[config.mk]
export PLATFORM = sky130hd
export DESIGN_NAME = alu_issue_ctrl_flat
export DESIGN_NICKNAME = d
export VERILOG_FILES = /design/src/rtl/hc4e_pkg.sv /design/src/rtl/alu_issue_ctrl_if.sv /design/src/rtl/alu_issue_ctrl.sv /design/src/flat_wrapper.sv
export SDC_FILE = /design/constraint.sdc
export NUM_CORES = 1
export LEC_CHECK = 0
export ABC_AREA = 0
export CORE_UTILIZATION = 45
export CTS_BUF_LIST = sky130_fd_sc_hd__clkbuf_8 sky130_fd_sc_hd__clkbuf_16
export DETAILED_ROUTE_END_ITERATION = 6
export MAX_ROUTING_LAYER = met4
export PLACE_DENSITY = 0.74
export SKIP_CTS_REPAIR_TIMING = 1
export SLEW_MARGIN = 25
export SYNTH_ARGS = -nofsm -noshare
export SYNTH_HDL_FRONTEND = slang
export SYNTH_SLANG_ARGS = --single-unit
[constraint.sdc]
create_clock -name clk -period 3.7 [get_ports clk]
set_input_delay 0.925 -clock clk [delete_from_list [all_inputs] [get_ports clk]]
set_output_delay 0.925 -clock clk [all_outputs]
set_load 0.05 [all_outputs]
[src/rtl/hc4e_pkg.sv]
// hc4e_pkg: shared definitions for the HC4e ALU issue path.
//   DATA_W_DEF : default datapath width (must match the alu instance)
//   ALU_*      : alu sel_in codes the controller treats specially
//   state_t    : issue controller FSM encoding
package hc4e_pkg;

  localparam int DATA_W_DEF = 4;

  localparam logic [2:0] ALU_ADD  = 3'b010;
  localparam logic [2:0] ALU_XOR  = 3'b100;
  localparam logic [2:0] ALU_PASS = 3'b111;

  typedef enum logic [1:0] {
    ST_IDLE = 2'd0,
    ST_EXEC = 2'd1,
    ST_RESP = 2'd2
  } state_t;

endpackage

[src/rtl/alu_issue_ctrl_if.sv]
// alu_issue_ctrl_if: command/response handshake between the HC4e decoder
// (master) and the ALU issue controller (slave).
//   cmd_valid/cmd_ready : command handshake
//   cmd_op/rd/rs        : alu sel code, destination (also in_B source), in_A source
//   cmd_imm_en/cmd_imm  : immediate replaces R[rs] as in_A
//   cmd_use_c           : feed the carry flag into carry_in
//   rsp_valid/rsp_ready : response handshake
//   rsp_data/rsp_carry  : value written to R[rd], carry flag after the operation
interface alu_issue_ctrl_if #(
  parameter int DATA_W = 4,
  parameter int REG_AW = 2
);

  logic              cmd_valid;
  logic              cmd_ready;
  logic [2:0]        cmd_op;
  logic [REG_AW-1:0] cmd_rd;
  logic [REG_AW-1:0] cmd_rs;
  logic              cmd_imm_en;
  logic [DATA_W-1:0] cmd_imm;
  logic              cmd_use_c;
  logic              rsp_valid;
  logic              rsp_ready;
  logic [DATA_W-1:0] rsp_data;
  logic              rsp_carry;

  modport master (
    output cmd_valid, cmd_op, cmd_rd, cmd_rs, cmd_imm_en, cmd_imm, cmd_use_c, rsp_ready,
    input  cmd_ready, rsp_valid, rsp_data, rsp_carry
  );

  modport slave (
    input  cmd_valid, cmd_op, cmd_rd, cmd_rs, cmd_imm_en, cmd_imm, cmd_use_c, rsp_ready,
    output cmd_ready, rsp_valid, rsp_data, rsp_carry
  );

endinterface

[src/rtl/alu_issue_ctrl.sv]
// alu_issue_ctrl: issues one command at a time to an external combinational alu.
// Operands come from an internal register file; the result is written back to
// R[rd] and returned on the response channel together with the carry flag.
// Ports:
//   clk, rst         : clock, asynchronous active-high reset
//   bus (slave)      : command/response handshake
//   alu_in_A/in_B    : registered operands to the alu
//   alu_sel          : registered alu sel_in
//   alu_carry_in     : registered alu carry_in
//   alu_out          : alu result
//   alu_carry_out    : alu carry out
module alu_issue_ctrl
  import hc4e_pkg::*;
#(
  parameter  int DATA_W = DATA_W_DEF,
  parameter  int NREG   = 4,
  localparam int REG_AW = $clog2(NREG)
) (
  input  logic              clk,
  input  logic              rst,
  alu_issue_ctrl_if.slave   bus,
  output logic [DATA_W-1:0] alu_in_A,
  output logic [DATA_W-1:0] alu_in_B,
  output logic [2:0]        alu_sel,
  output logic              alu_carry_in,
  input  logic [DATA_W-1:0] alu_out,
  input  logic              alu_carry_out
);

  state_t state_reg;
  state_t state_next;

  logic [DATA_W-1:0] regs_reg [NREG];
  logic              flag_reg;
  logic [DATA_W-1:0] a_reg;
  logic [DATA_W-1:0] b_reg;
  logic [2:0]        sel_reg;
  logic              cin_reg;
  logic [REG_AW-1:0] rd_reg;
  logic [DATA_W-1:0] rsp_data_reg;
  logic              rsp_carry_reg;

  logic cmd_ready;
  logic rsp_valid;
  logic accept;
  logic exec;

  assign accept = bus.cmd_valid & cmd_ready;
  assign exec   = (state_reg == ST_EXEC);

  // State register
  always_ff @(posedge clk or posedge rst) begin
    if (rst) state_reg <= ST_IDLE;
    else     state_reg <= state_next;
  end

  // Next-state logic
  always_comb begin
    state_next = state_reg;
    case (state_reg)
      ST_IDLE: if (bus.cmd_valid) state_next = ST_EXEC;
      ST_EXEC: state_next = ST_RESP;
      ST_RESP: if (bus.rsp_ready) state_next = ST_IDLE;
      default: state_next = ST_IDLE;
    endcase
  end

  // Handshake outputs
  always_comb begin
    cmd_ready = 1'b0;
    rsp_valid = 1'b0;
    case (state_reg)
      ST_IDLE: cmd_ready = 1'b1;
      ST_RESP: rsp_valid = 1'b1;
      default: ;
    endcase
  end

  // ALU-drive registers are loaded only on accept, so the alu sees stable
  // operands for the whole EXEC cycle and keeps them afterwards.
  always_ff @(posedge clk or posedge rst) begin
    if (rst) begin
      a_reg         <= '0;
      b_reg         <= '0;
      sel_reg       <= '0;
      cin_reg       <= 1'b0;
      rd_reg        <= '0;
      flag_reg      <= 1'b0;
      rsp_data_reg  <= '0;
      rsp_carry_reg <= 1'b0;
    end else begin
      if (accept) begin
        a_reg   <= bus.cmd_imm_en ? bus.cmd_imm : regs_reg[bus.cmd_rs];
        b_reg   <= regs_reg[bus.cmd_rd];
        sel_reg <= bus.cmd_op;
        cin_reg <= bus.cmd_use_c & flag_reg;
        rd_reg  <= bus.cmd_rd;
      end
      if (exec) begin
        rsp_data_reg <= alu_out;
        // Only ADD updates the carry flag; other ops report the preserved flag.
        if (sel_reg == ALU_ADD) begin
          flag_reg      <= alu_carry_out;
          rsp_carry_reg <= alu_carry_out;
        end else begin
          rsp_carry_reg <= flag_reg;
        end
      end
    end
  end

  // Register file: operands were captured at accept, so rd==rs write-back
  // never disturbs the values the alu is using.
  for (genvar gi = 0; gi < NREG; gi++) begin : g_regs
    always_ff @(posedge clk or posedge rst) begin
      if (rst)                                   regs_reg[gi] <= '0;
      else if (exec && (rd_reg == REG_AW'(gi)))  regs_reg[gi] <= alu_out;
    end
  end

  assign alu_in_A      = a_reg;
  assign alu_in_B      = b_reg;
  assign alu_sel       = sel_reg;
  assign alu_carry_in  = cin_reg;

  assign bus.cmd_ready = cmd_ready;
  assign bus.rsp_valid = rsp_valid;
  assign bus.rsp_data  = rsp_data_reg;
  assign bus.rsp_carry = rsp_carry_reg;

endmodule

[src/flat_wrapper.sv]
// flat-port wrapper written by rule: the top's interface ports become plain ports
module alu_issue_ctrl_flat import hc4e_pkg::*;
#(
  parameter  int DATA_W = DATA_W_DEF,
  parameter  int NREG   = 4,
  localparam int REG_AW = $clog2(NREG)
)
  (clk, rst, alu_in_A, alu_in_B, alu_sel, alu_carry_in, alu_out, alu_carry_out, bus_cmd_valid, bus_cmd_op, bus_cmd_rd, bus_cmd_rs, bus_cmd_imm_en, bus_cmd_imm, bus_cmd_use_c, bus_rsp_ready, bus_cmd_ready, bus_rsp_valid, bus_rsp_data, bus_rsp_carry);
  alu_issue_ctrl_if #(.DATA_W(DATA_W), .REG_AW(2)) bus_i ();
  input  logic clk;
  input  logic rst;
  output logic [DATA_W-1:0] alu_in_A;
  output logic [DATA_W-1:0] alu_in_B;
  output logic [2:0] alu_sel;
  output logic alu_carry_in;
  input  logic [DATA_W-1:0] alu_out;
  input  logic alu_carry_out;
  input wire logic [$bits(bus_i.cmd_valid)-1:0] bus_cmd_valid;
  input wire logic [$bits(bus_i.cmd_op)-1:0] bus_cmd_op;
  input wire logic [$bits(bus_i.cmd_rd)-1:0] bus_cmd_rd;
  input wire logic [$bits(bus_i.cmd_rs)-1:0] bus_cmd_rs;
  input wire logic [$bits(bus_i.cmd_imm_en)-1:0] bus_cmd_imm_en;
  input wire logic [$bits(bus_i.cmd_imm)-1:0] bus_cmd_imm;
  input wire logic [$bits(bus_i.cmd_use_c)-1:0] bus_cmd_use_c;
  input wire logic [$bits(bus_i.rsp_ready)-1:0] bus_rsp_ready;
  output wire logic [$bits(bus_i.cmd_ready)-1:0] bus_cmd_ready;
  output wire logic [$bits(bus_i.rsp_valid)-1:0] bus_rsp_valid;
  output wire logic [$bits(bus_i.rsp_data)-1:0] bus_rsp_data;
  output wire logic [$bits(bus_i.rsp_carry)-1:0] bus_rsp_carry;
  assign bus_i.cmd_valid = bus_cmd_valid;
  assign bus_i.cmd_op = bus_cmd_op;
  assign bus_i.cmd_rd = bus_cmd_rd;
  assign bus_i.cmd_rs = bus_cmd_rs;
  assign bus_i.cmd_imm_en = bus_cmd_imm_en;
  assign bus_i.cmd_imm = bus_cmd_imm;
  assign bus_i.cmd_use_c = bus_cmd_use_c;
  assign bus_i.rsp_ready = bus_rsp_ready;
  assign bus_cmd_ready = bus_i.cmd_ready;
  assign bus_rsp_valid = bus_i.rsp_valid;
  assign bus_rsp_data = bus_i.rsp_data;
  assign bus_rsp_carry = bus_i.rsp_carry;
  alu_issue_ctrl #(.DATA_W(DATA_W), .NREG(NREG)) u_core (.clk(clk), .rst(rst), .bus(bus_i), .alu_in_A(alu_in_A), .alu_in_B(alu_in_B), .alu_sel(alu_sel), .alu_carry_in(alu_carry_in), .alu_out(alu_out), .alu_carry_out(alu_carry_out));
endmodule
==> results.md <==
- Clock transition at the registers of the reported paths: around 0.070 ns
- Largest net degree at the start of global routing: 23
- Crit Path Max Fanout: 5
- Status: completed
- Routed Wire Length: between 3 and 4 mm
- Synth area leaders: dfrtp_1 55%, mux2_2 20%, mux4_2 8.0%
- Vias in the first global route: 1075
- Slew Viols, Final: 0
- Multi-input logic area: 723 µm²
- Die width: 63.1 µm
- 1st-iter DRT viols: between 50 and 60
- Synth area leader: dfrtp_1
- Syn_area_per_cell: 15.8 µm²
- Fraction of registers with async set/reset: 100%
- CP Class: register to output port
- Sequential fraction of the synthesis area: a little under three fifths
- Post-synth top flop: dfrtp_1
- Final TNS setup: 0 ns
- Antenna Nets Post-Route: 0
- Vias: 1069
- Total Routing Usage GR: 19.8%
- Initial Util: between 40% and 50%
- Worst rel slew slack: 45.2%
- I/O Buffers: 40
- CP startpoint kind: register
- Worst EP required: 2.77 ns
- RSZ-0062 raised after global routing: no
- Crit share post-route: 74.0%
- Number of synthesis warnings: 0
- CTS Sinks: 37
- Final hold vios: 0
- Initial antenna violation count: 0
- P&R area growth vs syn: 33.9%
- Largest register FFs: 16
- Synthesized area: 0.00168 mm²
- CP Capture Type: output port
- Core area: 0.00344 mm²
- Total gr overflow: 0
- P_leak: 0.929 nW
- First-pass GRT wire length: ~5.6 mm
- Clock root cell: clkbuf_8
- Setup violators final: 0
- Clock Path Buffers: 2
- DRT Pass-1 Iters: 4
- Number of synthesized flops with an enable pin: 0
- Pwr dens: between 900 and 1000 mW/mm²
- CTS Buf Count: 5
- Peak VDD IR: 0.420 mV
- Routed vias/inst: around 5.4
- Min-delay worst type: register to register
- Layout Utilization: 65.3%
- Syn Nets: around 130
- Die Ht: 63.1 µm
- Skew final: 0.00571 ns
- Fraction of layout cells with a size suffix above 1: 33.6%
- Worst slew pin tran: approximately 0.8 ns
- Share of the synthesized area in the top cell type: 55.1%
- Routed WL per cell: 16.9 µm
- CTS tree: done
- Critical Path AT: 1.81 ns
- Syn Inst Count: 106
- Total power: 2.19 mW
- Yosys reg bits: 37
- Synth unique cells: 20
- Maximum clock rate: 365 MHz
- Synth top cells by count: 37 x dfrtp_1, 30 x mux2_2, 6 x mux4_2
- H-Tree Depth: 2
- Io pins: 41
- # rows: 21
- Number of max-cap violations: 0
- GPL Wtd Cong: 0.741
- Minimum clock period: 2.74 ns
- Fillers: between 200 and 300
- Drt drc: 0
- Register area: 926 µm²
- # diodes: 0
- Dpl hpwl: ~2.5 mm
- Nets: 173
- Die area: approximately 0.004 mm²
- Clk_lat worst skew: 0.29 ns
- Most common cell in the netlist: dfrtp_1
-- critical path: stages, from the launching register on --
cell	delay (ns)
dfrtp_1	0.43
or2b_1	0.25
inv_1	0.05
clkdlybuf4s50_1	0.79
-- logic make-up (layout without fill, tap and decap cells) --
family	after synthesis	in the layout	synth area share [%]
AOI/OAI and AO/OA	6	6	1.79
buffers and inverters	7	53	2.09
DFF	37	37	55.1
muxes	42	42	33.7
and+or+nand+nor	14	14	7.30
-- routing by layer --
layer,up-vias,track usage (%),routed length [µm]
met5,-,-,0
met4,0,8.72,46
met3,6,5.25,223
met2,45,28.9,1620
met1,535,26.0,1450
li1,483,-,-
-- power by group --
group	switching (mW)	internal [mW]	leakage, nW
Combinational	0.577	0.475	0.433
Clock	0.148	0.202	0.0543
Sequential	0.177	0.609	0.441
Total	0.903	1.29	0.929
-- through the flow --
stage | instances | hold slack [ns] | instance area (µm²) | setup WS [ns]
after floorplan | 106 | 0.488 | 1680 | 1.71
after CTS | 198 | 0.516 | 2250 | 0.955
after detailed placement | 190 | 0.499 | 2130 | 1.15
after global routing | 198 | 0.524 | 2250 | 0.924
after global placement | 190 | 0.489 | 2130 | 1.21
final | 198 | 0.514 | 2250 | 0.963
-- worst paths after layout --
check	from	endpoint	slack, ns	cells after the start
worst max-delay path	u_core.state_reg[0]	bus_rsp_valid	0.96	3
worst min-delay path	u_core.bus.rsp_data[0]	u_core.bus.rsp_data[0]	0.51	1
worst max register to register	u_core.state_reg[1]	u_core.regs_reg[4]	1.87	3
worst min register to register	u_core.bus.rsp_data[0]	u_core.bus.rsp_data[0]	0.51	1
max in group asynchronous	rst	u_core.bus.rsp_carry	1.89	3
min in group asynchronous	rst	u_core.rd_reg[0]	1.09	2
-- final cells by class --
cell class | instances | area share (%)
sequential | 37 | 41.2
clock inverter | 3 | 2.06
clock buffer | 5 | 3.06
inverter | 3 | 0.501
tap | 46 | 2.56
timing repair buffer | 42 | 18.5
multi-input combinational | 62 | 32.2
-- placed cells by master (no fill, tap or decap) --
cell type        Yosys  layout
nand4b_1             1       1
mux4_2               6       6
mux2_2              30      30
o21ai_0              2       2
nor3_4               1       1
nor2_1               5       5
nor3b_4              2       2
inv_1                3       3
or2b_1               1       1
buf_4                0       2
dfrtp_1             37      37
bufinv_16            0       1
nor4b_2              1       1
mux2i_1              4       4
clkdlybuf4s50_1      0      40
clkinv_4             0       1
clkinvlp_4           0       1
mux4_1               2       2
nor3b_2              0       1
clkbuf_8             0       5
nand3_1              1       1
nand2b_1             1       1
a21oi_1              4       4
(Power assumes the default switching activity.)
